## config.mk

```make
export PLATFORM = sky130hd
export DESIGN_NAME = fetch_stage
export DESIGN_NICKNAME = d
export VERILOG_FILES = /design/src/rtl/fetch_stage.sv
export SDC_FILE = /design/constraint.sdc
export NUM_CORES = 1
export LEC_CHECK = 0
export ABC_AREA = 0
export BUFFER_PORTS_ARGS = -buffer_cell sky130_fd_sc_hd__buf_2
export CAP_MARGIN = 5
export CORE_MARGIN = 4
export CORE_UTILIZATION = 55
export DETAILED_ROUTE_END_ITERATION = 6
export GPL_ROUTABILITY_DRIVEN = 0
export GPL_TIMING_DRIVEN = 0
export MAX_ROUTING_LAYER = met4
export PLACE_DENSITY = 0.8
export RECOVER_POWER = 100
export SETUP_SLACK_MARGIN = 0.05
export SYNTH_ARGS = -nofsm -noshare
export SYNTH_HDL_FRONTEND = slang
export SYNTH_SLANG_ARGS = --single-unit
```

## constraint.sdc

```tcl
create_clock -name clk -period 3.84 [get_ports clk]
set_input_delay 0.768 -clock clk [delete_from_list [all_inputs] [get_ports clk]]
set_output_delay 0.768 -clock clk [all_outputs]
set_load 0.01 [all_outputs]
```

## src/rtl/fetch_stage.sv

```systemverilog
// fetch_stage: instruction-fetch stage feeding the IF/ID register.
// Issues word requests to instruction memory, tolerates wait states,
// buffers one instruction while decode stalls, and handles redirects
// (including redirects that land while a request is still in flight).
// Optional build macro FETCH_STAT_EN adds the stat_fetched/stat_stall counters.
module fetch_stage #(
  parameter logic [31:0] RESET_PC = 32'h0000_0000
) (
  input  logic        clk,
  input  logic        rst,
  input  logic        stall_id,
  input  logic        redirect_valid,
  input  logic [31:0] redirect_pc,
  output logic        inst_req,
  output logic [31:0] inst_addr,
  input  logic        inst_ack,
  input  logic [31:0] inst_rdata,
  output logic [31:0] id_instr,
  output logic [31:0] id_pc_plus4,
  output logic        id_valid
`ifdef FETCH_STAT_EN
  ,
  output logic [31:0] stat_fetched,
  output logic [31:0] stat_stall
`endif
);

  typedef enum logic [1:0] {FETCH, WAIT, HOLD, DISCARD} state_t;

  state_t      state, state_nx;
  logic [31:0] pc, pc_nx;
  logic [31:0] old_addr, old_addr_nx;
  logic [31:0] hold_instr_p0, hold_instr_nx;
  logic [31:0] instr_p1, instr_nx;
  logic [31:0] pc4_p1, pc4_nx;
  logic        vld_p1, vld_nx;
  logic        req_en;
  logic        xfer;
  logic        load;

  // Next sequential address; wraps naturally at 2^32.
  function automatic logic [31:0] inc4(input logic [31:0] a);
    return a + 32'd4;
  endfunction

  // Redirect targets are forced onto a word boundary.
  function automatic logic [31:0] word_align(input logic [31:0] a);
    return {a[31:2], 2'b00};
  endfunction

  // In DISCARD the old (abandoned) address stays on the bus until acked.
  assign inst_req    = req_en && (state != HOLD);
  assign inst_addr   = (state == DISCARD) ? old_addr : pc;
  assign xfer        = inst_req && inst_ack;
  assign id_instr    = instr_p1;
  assign id_pc_plus4 = pc4_p1;
  assign id_valid    = vld_p1;

  // Next-state and IF/ID update; redirect overrides stall and ack.
  always_comb begin
    state_nx      = state;
    pc_nx         = pc;
    old_addr_nx   = old_addr;
    hold_instr_nx = hold_instr_p0;
    instr_nx      = instr_p1;
    pc4_nx        = pc4_p1;
    vld_nx        = vld_p1;
    load          = 1'b0;
    if (redirect_valid) begin
      instr_nx      = '0;
      pc4_nx        = '0;
      vld_nx        = 1'b0;
      hold_instr_nx = '0;
      pc_nx         = word_align(redirect_pc);
      if (inst_req && !inst_ack) begin
        // An un-acked request must still be drained; keep its address.
        state_nx = DISCARD;
        if (state != DISCARD) old_addr_nx = pc;
      end else begin
        state_nx = FETCH;
      end
    end else begin
      case (state)
        FETCH, WAIT: begin
          if (xfer) begin
            pc_nx = inc4(pc);
            if (stall_id) begin
              hold_instr_nx = inst_rdata;
              state_nx      = HOLD;
            end else begin
              instr_nx = inst_rdata;
              pc4_nx   = inc4(pc);
              vld_nx   = 1'b1;
              load     = 1'b1;
              state_nx = FETCH;
            end
          end else begin
            if (inst_req) state_nx = WAIT;
            if (!stall_id) begin
              instr_nx = '0;
              pc4_nx   = '0;
              vld_nx   = 1'b0;
            end
          end
        end
        HOLD: begin
          // pc already advanced past the buffered word, so it is its pc+4.
          if (!stall_id) begin
            instr_nx      = hold_instr_p0;
            pc4_nx        = pc;
            vld_nx        = 1'b1;
            load          = 1'b1;
            hold_instr_nx = '0;
            state_nx      = FETCH;
          end
        end
        DISCARD: begin
          if (xfer) state_nx = FETCH;
          if (!stall_id) begin
            instr_nx = '0;
            pc4_nx   = '0;
            vld_nx   = 1'b0;
          end
        end
        default: state_nx = FETCH;
      endcase
    end
  end

  // State, pc, hold buffer and IF/ID registers.
  always_ff @(posedge clk or negedge rst) begin
    if (!rst) begin
      state         <= FETCH;
      req_en        <= 1'b0;
      pc            <= RESET_PC;
      old_addr      <= RESET_PC;
      hold_instr_p0 <= '0;
      instr_p1      <= '0;
      pc4_p1        <= '0;
      vld_p1        <= 1'b0;
    end else begin
      state         <= state_nx;
      req_en        <= 1'b1;
      pc            <= pc_nx;
      old_addr      <= old_addr_nx;
      hold_instr_p0 <= hold_instr_nx;
      instr_p1      <= instr_nx;
      pc4_p1        <= pc4_nx;
      vld_p1        <= vld_nx;
    end
  end

`ifdef FETCH_STAT_EN
  // Counts delivered instructions and memory wait cycles.
  always_ff @(posedge clk or negedge rst) begin
    if (!rst) begin
      stat_fetched <= '0;
      stat_stall   <= '0;
    end else begin
      if (load) stat_fetched <= stat_fetched + 32'd1;
      if (inst_req && !inst_ack) stat_stall <= stat_stall + 32'd1;
    end
  end
`else
  logic unused_load;
  assign unused_load = load;
`endif

endmodule

```

==> impl_results.md, run 1 <==
- Outcome: complete, but fails checks
- Failing checks: capacitance limit, slew limit
- Max Fclk: 307 MHz
- Final Util: 67.0%
- Post-synthesis cell count: 843
- MaxCap Viol Count: 1
- Sequential cell area: 0.00400 mm²
- Distinct cells, synth: 61
- Register area share after synthesis: 48.7%
- CTS tree: done
- CTS sink cnt: 160
- Post-CTS resize count: 0
- Layout area overhead: 18.9%
- Final period utilization: 84.9%
- Final hold violation count: 0
- Detail Route Antenna Nets: 0
- Post-CTS Hold Fix Bufs: 0
- Hold slack: 487 ps
- Worst-path clk slew: 60 ps
- Num CTS Buffers: 17
- First-pass GRT wire length: 39.1 mm
- CP required: 3070 ps
- Final-report setup violation count: 0
- Slew Viols, Final: 63
- Crit path max-delay cell type: clkbuf_1
- CP endpoint kind: output pin
- Ys async rst share: 100%
- Worst path max stage delay: 580 ps
- Post-synth EDFFs: 0
- Hpwl dp: 17.2 mm
- Worst hold path cell count: 1
- Path length in cells of the critical path: 5
- H-tree Lvls: 4
- Worst r2r path cells: 8
- CP arrival: 2490 ps
- Final setup margin: 580 ps
- Worst path cell trace: clkbuf_1 > nand2_1 > clkbuf_1 > mux2_2 > clkbuf_1
- Top cell by count, worst path: clkbuf_1
- Rel. slew slack: -89.5%
- Power Total: 0.00453 W
- Drt total wl: 24.8 mm
- Die area: 0.0170 mm²
- Antenna violations before repair: 0
- Worst-path fanout max: 10
- Min Clock Period, post-route: 3260 ps
- Fill cells: 1,251
- Largest net degree at the start of global routing: 99
- CP top delay family: buffers and inverters
- Synthesized area: 0.00823 mm²
- Die W: 130 µm
- First-pass DRT Iterations: 5
- Leakage power: 4.04 nW
- Int Pwr: 0.00322 W
- Worst-Margin Slew: 2840 ps
- Setup Total Neg Slack: 0 ps
- Multi-input logic area: 0.00387 mm²
- Diodes inserted: 0
- Synth Flop Type: dfrtp_1
- Global Route Usage Sum: 30.6%
- Crit path kind: register to output pin
- Clk_skew: 6.39 ps
- Vias: 7,634
- Power Density: 463 mW/mm²
- Effective utilization at floorplan: 56.4%
- Tightest Hold Check Type: register to register
- Vias per cell: 6.26
- Buf/Inv on CP: 3
- Number of synthesized register bits: 160
- Remaining global-route overflow: 0
- RSZ-0062 raised after global routing: false
- YS warnings: 0
- Share of layout cells above drive strength 1: 16.5%
- Logic pwr share: 17.7%
- Placement row count: 44
- Synth Area per Inst: 9.76 µm²
- Reg power frac: 43.6%
- Net Sw Power: 0.00131 W
- IO Port Bufs: 159
- DRC Markers: 0
- Dpl ws: 674 ps
- Post-CTS Setup Bufs: 0
- Clock group share of total power: 38.7%
- Worst setup SP type: register
- VDD IR max: 312 µV
- Die height: 130 µm
- Worst skew pair latency: 430 ps
- Core area: 0.0146 mm²
- I/O pin count: 167
- Iter 0 DRT Violations: 835
- WL/cell: 20.3 µm
- Root Driver: clkbuf_16
- Switch share: 28.9%
- Vias in the first global route: 7,438
- Clock tree buffer depth: 2
- Final Net Count: 1,093
registers in the layout, summed over array words and instances (netlist names):
name	count
hold_instr_p0	32
id_instr	32
id_pc_plus4	32
old_addr	30
pc	30
state	2
id_valid	1
req_en	1
Yosys cell counts (all sizes together) (2+ instances only):
| library cell | instances | share of area (%) |
|---|---|---|
| o22ai | 4 | 0.30 |
| a22o | 31 | 3.3 |
| conb | 2 | 0.091 |
| or2 | 3 | 0.23 |
| a21oi | 40 | 2.4 |
| inv | 6 | 0.27 |
| and3 | 11 | 0.84 |
| nor4 | 6 | 0.46 |
| a221oi | 3 | 0.32 |
| or4 | 4 | 0.41 |
| nand3 | 32 | 2.1 |
| a2111oi | 2 | 0.23 |
| o21ai | 64 | 3.9 |
| o211ai | 3 | 0.27 |
| a311oi | 2 | 0.21 |
| nor3 | 32 | 1.9 |
| mux2 | 60 | 8.2 |
| and4 | 3 | 0.32 |
| nand2 | 99 | 4.5 |
| o311a | 2 | 0.26 |
| nand2b | 13 | 0.99 |
| xor2 | 17 | 1.8 |
| a32oi | 4 | 0.43 |
| buf | 17 | 1.0 |
| xnor2 | 20 | 2.1 |
| or3 | 4 | 0.30 |
| a22oi | 7 | 0.64 |
| a21boi | 2 | 0.18 |
| nor2b | 7 | 0.53 |
| dfrtp | 160 | 49 |
| and2 | 4 | 0.30 |
| a211oi | 8 | 0.73 |
| o221ai | 36 | 3.8 |
| clkbuf | 68 | 3.1 |
| nand4 | 17 | 1.3 |
| nor2 | 31 | 1.4 |
| mux2i | 2 | 0.24 |
stage by stage:
step                      std cells  instance area [µm²]
after global routing           1220                 9780
final                          1220                 9780
after floorplan                 844                 8230
after CTS                      1220                 9900
after detailed placement       1188                 9300
after global placement         1187                 9260
metal layers:
layer / vias to the layer above / wire [µm] / share of wire, % / GRT usage (%)
met5: - / 0 / 0 / -
met4: 0 / 799 / 3.2 / 11.6
met3: 62 / 2520 / 10 / 7.08
met2: 463 / 11600 / 47 / 45.7
met1: 3670 / 9940 / 40 / 41.1
li1: 3439 / - / - / -
cell type report:
| class | count | share of cell area [%] |
|---|---|---|
| clock buffer | 20 | 4.57 |
| timing repair buffer | 160 | 7.29 |
| buffer | 85 | 3.44 |
| multi-input combinational | 592 | 39.5 |
| tap | 184 | 2.35 |
| sequential | 160 | 40.9 |
| clock inverter | 12 | 1.59 |
| inverter | 7 | 0.269 |
final timing paths:
path | from | endpoint | slack, ps
min in group asynchronous | rst | id_instr[18] | 1360
worst min-delay path | id_pc_plus4[0] | id_pc_plus4[0] | 490
worst min register to register | id_pc_plus4[0] | id_pc_plus4[0] | 490
worst max register to register | state[1] | id_instr[25] | 1050
worst max-delay path | state[1] | inst_addr[24] | 580
max in group asynchronous | rst | pc[7] | 840
cells by family (layout without fill, tap and decap cells):
logic type / Yosys count / after routing / synth area share [%]
mux: 62 / 62 / 8.46
xor+xnor: 37 / 37 / 3.94
other cells: 2 / 3 / 0.0913
compound gates: 219 / 219 / 18.2
buf+inv: 92 / 284 / 4.43
simple gates: 270 / 270 / 16.0
flops: 160 / 160 / 48.7
fa+ha+maj: 1 / 1 / 0.152
cells in the final DEF (no fill, tap or decap), types with 20 or more instances in the layout:
cell type  count
clkbuf_1     169
dfrtp_1      160
nand2_1       99
buf_2         69
o21ai_0       63
mux2_2        60
a21oi_1       40
o221ai_1      36
nor3_1        32
nor2_1        31
nand3_1       31
a22o_1        31
xnor2_1       20
power by group through the flow:
stage / logic [W] / registers (W) / clock network [W]
floorplan: 0.000495 / 0.00199 / 0
global placement: 0.000786 / 0.00199 / 0
detailed placement: 0.000811 / 0.00200 / 0
CTS: 0.000817 / 0.00197 / 0.00176
global route: 0.000883 / 0.00199 / 0.00183
finish: 0.000802 / 0.00197 / 0.00175
(Power assumes the default switching activity.)
==> run 2, diff against run 1 <==
Settings changed: CORE_UTILIZATION 55 to 50, PLACE_DENSITY 0.8 to 0.77.
Clock period 3.84 ns to 2.9 ns, I/O delays scaled along.
==> run 2 against run 1 <==
Cell count up 3.0%. Via count up 1.5%. Clock skew rose by 2.2 ps. First-iteration DRC count increased by 1.8%. Sequential share of layout area fell by 0.17 points. Worst hold slack got worse by 130 ps. Register-to-register slack got worse by 880 ps. Largest power group unchanged. The run ends with DRC, capacitance limit, slew limit left. Highest routed layer unchanged. Wire length rose by 3.0%.
==> impl_results.md, run 2 (synthesis results as in run 1) <==
- Post-CTS Setup Bufs: 0 (unchanged)
- Iter 0 DRT Violations: 850 (+1.8%)
- Vias: 7,750 (+1.5%)
- Remaining global-route overflow: 0 (unchanged)
- Placement row count: 46 (+4.5%)
- Net Sw Power: 0.00181 W (+38%)
- Int Pwr: 0.00406 W (+26%)
- Vias in the first global route: 7,339 (-1.3%)
- Final-report setup violation count: 0 (unchanged)
- IO Port Bufs: 159 (unchanged)
- Share of layout cells above drive strength 1: 17.8% (+1.3 points)
- First-pass GRT wire length: 39.7 mm (+1.6%)
- Rel. slew slack: -53.0% (+37 points)
- Leakage power: 4.03 nW (-0.19%)
- First-pass DRT Iterations: 7 (+2)
- Root Driver: clkbuf_16
- Setup Total Neg Slack: 0 ps (unchanged)
- CP endpoint kind: output pin
- Most frequent cells in the layout: 160 x dfrtp_1, 159 x clkbuf_1, 98 x nand2_1, 73 x buf_2, 63 x o21ai_0
- CP arrival: 2150 ps (-340 ps)
- Post-CTS Hold Fix Bufs: 0 (unchanged)
- CTS sink cnt: 160 (unchanged)
- H-tree Lvls: 4 (unchanged)
- Fill cells: 1,446 (+16%)
- Slew Viols, Final: 46 (-27%)
- Worst-path fanout max: 10 (unchanged)
- Final Util: 61.4% (-5.7 points)
- Outcome: complete, but fails checks
- CP top delay family: buffers and inverters
- Max Fclk: 366 MHz
- Clock tree buffer depth: 2 (unchanged)
- Min Clock Period, post-route: 2730 ps
- Post-Layout Cell Count: 1,257 (+3.0%)
- Power Total: 0.00587 W (+30%)
- Crit path max-delay cell type: mux2_1
- Die area: 0.0186 mm² (+9.4%)
- Worst path max stage delay: 370 ps (-210 ps)
- CP required: 2320 ps (-750 ps)
- Final period utilization: 94.2%
- VDD IR max: 481 µV (+54%)
- Detail Route Antenna Nets: 0 (unchanged)
- Die W: 136 µm (+4.6%)
- I/O pin count: 167 (unchanged)
- Final hold violation count: 0 (unchanged)
- MaxCap Viol Count: 1 (unchanged)
- Die height: 136 µm (+4.6%)
- Num CTS Buffers: 17 (unchanged)
- Worst setup SP type: register
- Worst path cell trace: clkbuf_1 > nand2_2 > clkbuf_2 > mux2_1 > buf_2
- Final Net Count: 1,094 (+0.091%)
- Final Cell Area: 0.00982 mm² (+0.41%)
- Global Route Usage Sum: 28.4% (-2.2 points)
- WL/cell: 20.3 µm (about the same)
- Reg power frac: 44.5% (+0.9 points)
- Vias per cell: 6.17 (-1.5%)
- Tightest Hold Check Type: primary input to register
- Worst skew pair latency: 440 ps (about the same)
- Crit path kind: register to output pin
- Layout area overhead: 19.4%
- Commonest non-fill, non-tap cell in the layout: dfrtp_1
- Dpl cell area: 0.00935 mm² (+0.51%)
- Core area: 0.0160 mm² (+9.7%)
- Placed Instances: 1,221 (+2.8%)
- Logic pwr share: 18.2% (+0.5 points)
- Power Density: 598 mW/mm² (+29%)
- Clk_skew: 8.60 ps (+2.20 ps)
- Failing checks: DRC, capacitance limit, slew limit
- Largest net degree at the start of global routing: 116 (+17%)
- CTS tree: done
- Worst-Margin Slew: 2300 ps (-548 ps)
- Worst-path clk slew: 70 ps (about the same)
- Buf/Inv on CP: 3 (unchanged)
- Drt total wl: 25.6 mm (+3.0%)
- RSZ-0062 raised after global routing: true
- Effective utilization at floorplan: 51.4% (-5.0 points)
- DRC Markers: 1 (+1)
- Antenna violations before repair: 4 (+4)
- Switch share: 30.8% (+1.9 points)
- Clock group share of total power: 37.3% (-1.4 points)
- Hpwl dp: 17.8 mm (+3.5%)
run 2: cell types whose count changed in the layout (fill, tap and decap cells not counted), moves of 2 or more:
cell and change:
buf_2 +4, clkbuf_8 +2, diode_2 +4, clkinv_2 -3, bufinv_16 -3, clkinvlp_4 +4, clkbuf_2 +5, clkbuf_1 -10
run 2: layout make-up:
class	count	area, µm²	share of cell area, %
inverter	7	26.3	0.268
clock inverter	12	100	1.02
clock buffer	20	467	4.75
buffer	85	343	3.49
tap	216	270	2.75
multi-input combinational	592	3870	39.5
antenna	4	10.0	0.102
sequential	160	4000	40.8
timing repair buffer	161	723	7.37
run 2: path summary, 6_finish.rpt:
check | cells after the start | slack, ps | endpoint | start
min in group asynchronous | 1 | 1010 | id_pc_plus4[0] | rst
max in group asynchronous | 2 | 430 | id_instr[15] | rst
min reg2reg | 1 | 490 | id_pc_plus4[1] | id_pc_plus4[1]
max reg2reg | 6 | 170 | id_instr[26] | state[1]
max | 5 | 170 | inst_addr[9] | state[1]
min | 3 | 350 | pc[18] | redirect_pc[18]
run 2: power by group through the flow:
stage / Combinational, W / Sequential (W) / Clock [W]
after floorplan: 0.000656 / 0.00263 / 0
after detailed placement: 0.00108 / 0.00264 / 0
after global placement: 0.00105 / 0.00263 / 0
after global routing: 0.00117 / 0.00264 / 0.00229
final: 0.00107 / 0.00261 / 0.00219
after CTS: 0.00109 / 0.00260 / 0.00218
run 2: through the flow:
step,worst slack [ps],hold WS (ps)
floorplan,604,284
global placement,-1260,464
detailed placement,-111,476
CTS,88.5,36.2
global route,35.6,345
finish,168,353
run 2: metal layers:
metal	vias to the layer above	routed length, µm	track usage (%)
met1	3786	10500	38.8
met3	64	2420	4.96
li1	3448	-	-
met2	452	11900	41.7
met4	0	828	12.8
met5	-	0	-
run 2: worst reg2reg max path, cell delays in order, from the launching register on:
cell      delay, ps
dfrtp_1         320
clkbuf_1        330
nand3b_1        470
clkbuf_1        610
clkbuf_1        470
o221ai_1        260
a21oi_1         180
run 2: what timing repair did:
action | in CTS | in global routing
endpoints found under the hold margin | 0 | 0
gates resized for setup | 4 | 7
setup endpoints to repair | 30 | 43
==> run 3, diff against run 2 <==
Settings changed: ABC_AREA 0 to 1, CORE_UTILIZATION 50 to 51.
==> run 3 against run 2 <==
The flow finishes with violations (capacitance limit, slew limit). Cell count is 32% higher. Design area is 6.1% higher. Highest routed layer unchanged. Largest cell class is now multi-input gates. Synthesized cell count is 47% higher. Sequential share of layout area is 2.3 points lower. Register-to-register slack hardly changed.
==> impl_results.md, run 3 <==
- Detail Route Antenna Nets: 0 (unchanged)
- Worst-path fanout max: 10 (unchanged)
- Worst-path clk slew: 60 ps (about the same)
- Register area share after synthesis: 45.3% (-3.4 points)
- Commonest non-fill, non-tap cell in the layout: nand2_1
- Min Clock Period, post-route: 2740 ps (+8.59 ps)
- DRC Markers: 0 (-1)
- Antenna violations before repair: 0 (-4)
- Outcome: complete, but fails checks
- Multi-input logic area: 0.00413 mm² (+6.6%)
- Vias in the first global route: 8,631 (+18%)
- Post-synth top cells: 381 x nand2_1, 160 x dfrtp_1, 156 x nor2_1, 92 x nand3_1, 92 x o21ai_0
- Most Used Layer, Global Route: met2
- Drt total wl: 27.8 mm (+8.5%)
- Most frequent cells in the layout: 382 x nand2_1, 160 x dfrtp_1, 157 x nor2_1, 147 x clkbuf_1, 106 x o21ai_0
- Root Driver: clkbuf_16
- Sequential cell area: 0.00400 mm² (unchanged)
- Hpwl dp: 20.1 mm (+13%)
- Rel. slew slack: -18.7% (+34 points)
- Placed Instances: 1,626 (+33%)
- CTS tree: done
- Post-Layout Cell Count: 1,658 (+32%)
- Count leader, synth: nand2_1
- Fill cells: 1,585 (+9.6%)
- Crit path kind: register to register
- Post-synthesis cell count: 1,243 (+47%)
- Tightest Hold Check Type: primary input to register
- Ys async rst share: 100% (unchanged)
- Worst r2r path cells: 8 (+2)
- Largest net degree at the start of global routing: 92 (-21%)
- Post-synth EDFFs: 0 (unchanged)
- Switch share: 32.6% (+1.8 points)
- Reg power frac: 41.0% (-3.5 points)
- Share of layout cells above drive strength 1: 8.62% (-9.2 points)
- Post-CTS Hold Fix Bufs: 0 (unchanged)
- I/O pin count: 167 (unchanged)
- RR Startpoint: state[1]
- Hold slack: 366 ps (+13.6 ps)
- Hold EP: pc[3]
- Reg2Reg Setup Slack: 160 ps (about the same)
- YS warnings: 0 (unchanged)
- Setup Total Neg Slack: 0 ps (unchanged)
- Iter 0 DRT Violations: 1,086 (+28%)
- VDD IR max: 452 µV (-6.0%)
- Worst skew pair latency: 440 ps (about the same)
- Final period utilization: 94.5% (+0.30 points)
- Top cell type's share of synthesized area: 45.3% (-3.4 points)
- Worst Hold Launch: redirect_pc[3]
- Clock tree buffer depth: 2 (unchanged)
- Max Fclk: 365 MHz (-0.31%)
- Synthesized area: 0.00883 mm² (+7.4%)
- Layout area overhead: 17.9%
- CP arrival: 3080 ps (+930 ps)
- Global Route Usage Sum: 29.3% (+0.87 points)
- Net Sw Power: 0.00228 W (+26%)
- Int Pwr: 0.00470 W (+16%)
- Vias: 9,289 (+20%)
- Num CTS Buffers: 17 (unchanged)
- Vias per cell: 5.60 (-9.1%)
- Dpl cell area: 0.00996 mm² (+6.5%)
- Distinct cells, synth: 34 (-44%)
- Worst hold path cell count: 3 (unchanged)
- RSZ-0062 raised after global routing: false
- Logic pwr share: 22.6% (+4.4 points)
- Power Density: 670 mW/mm² (+12%)
- Final-report setup violation count: 0 (unchanged)
- Die area: 0.0195 mm² (+5.0%)
- MaxCap Viol Count: 1 (unchanged)
- M3 GR Usage: 4.29% (-0.67 points)
- Slew Viols, Final: 71 (+54%)
- Die height: 140 µm (+2.5%)
- Leakage power: 5.01 nW (+24%)
- Remaining global-route overflow: 0 (unchanged)
- Largest cells by area after synthesis: dfrtp_1 45%, nand2_1 16%, nor2_1 6.6%
- Final Cell Area: 0.0104 mm² (+6.1%)
- Diodes inserted: 0 (-4)
- Cell taking the most area after synthesis: dfrtp_1
- CP required: 3240 ps (+920 ps)
- Final setup margin: 159 ps (-8.59 ps)
- Core area: 0.0168 mm² (+4.7%)
- Clk_skew: 9.76 ps (+1.17 ps)
- CP endpoint kind: register
- First-pass DRT Iterations: 6 (-1)
- Clock group share of total power: 36.4% (-0.9 points)
- Met1 Track Usage GR: 41.9% (+3.1 points)
- Synth Area per Inst: 7.11 µm² (-27%)
- Post-CTS resize count: 0 (-4)
- Synth Flop Type: dfrtp_1
- Final Net Count: 1,495 (+37%)
- Worst-Margin Slew: 1780 ps (-515 ps)
- Failing checks: capacitance limit, slew limit
- H-tree Lvls: 4 (unchanged)
- IO Port Bufs: 161 (+1.3%)
- GRT met2 Usage: 43.4% (+1.7 points)
- WL/cell: 16.7 µm (-18%)
- Reg2reg end: pc[9]
- CTS sink cnt: 160 (unchanged)
- First-pass GRT wire length: 45.0 mm (+13%)
- Number of synthesized register bits: 160 (unchanged)
- Dpl ws: 664 ps (+774 ps)
- Final hold violation count: 0 (unchanged)
- Die W: 140 µm (+2.5%)
- Post-CTS Setup Bufs: 0 (unchanged)
- Effective utilization at floorplan: 52.7% (+1.3 points)
- Worst setup SP type: register
- Placement row count: 47 (+2.2%)
run 3: worst max-delay path, cell delays in order, from the launching register on:
cell,delay [ps]
dfrtp_1,370
buf_6,150
nand2_8,120
nand2_4,80
nor2_2,360
nand2_4,160
nor2_1,740
inv_1,380
o211ai_1,290
run 3: area by class of cell:
cell class	count	area share (%)
buffer	75	3.09
clock buffer	23	4.59
clock inverter	9	1.71
inverter	89	3.21
multi-input combinational	920	39.6
sequential	160	38.4
tap	220	2.64
timing repair buffer	162	6.69
run 3: power groups by stage:
stage                     logic, W  registers (W)  clock network [W]
after global placement     0.00158        0.00287                  0
after floorplan            0.00101        0.00286                  0
after CTS                  0.00164        0.00285            0.00254
after global routing       0.00178        0.00290            0.00264
final                      0.00157        0.00286            0.00254
after detailed placement   0.00163        0.00288                  0
run 3: routing by layer:
| metal | share of wire [%] | vias up |
|---|---|---|
| li1 | - | 4416 |
| met1 | 44 | 4402 |
| met2 | 45 | 420 |
| met3 | 7.9 | 51 |
| met4 | 2.5 | 0 |
| met5 | 0 | - |
run 3: how the worst max path moves through the flow:
stage | startpoint | end | slack [ps]
after floorplan | state[1] | inst_addr[10] | 1050
after detailed placement | state[1] | inst_addr[9] | 660
final | state[1] | pc[9] | 160
after global routing | state[0] | hold_instr_p0[7] | 40
after global placement | rst | id_pc_plus4[1] | -1320
after CTS | state[1] | inst_addr[9] | 200
run 3: stage by stage:
stage / total power, W / utilization [%]
5_1_grt: 0.00733 / 62.2
6_report: 0.00698 / 62.2
4_1_cts: 0.00703 / 63.3
3_5_place_dp: 0.00451 / 59.4
3_3_place_gp: 0.00445 / 59.2
2_1_floorplan: 0.00387 / -
run 3: cells by family (layout without fill, tap and decap cells):
group           after synthesis  after routing  synth area share, %
xor+xnor                      7              7                0.694
flops                       160            160                 45.3
fa+ha+maj                     1              1                0.142
other cells                   2              3               0.0850
simple gates                649            649                 30.0
compound gates              260            260                 16.2
buf+inv                     164            358                 7.58
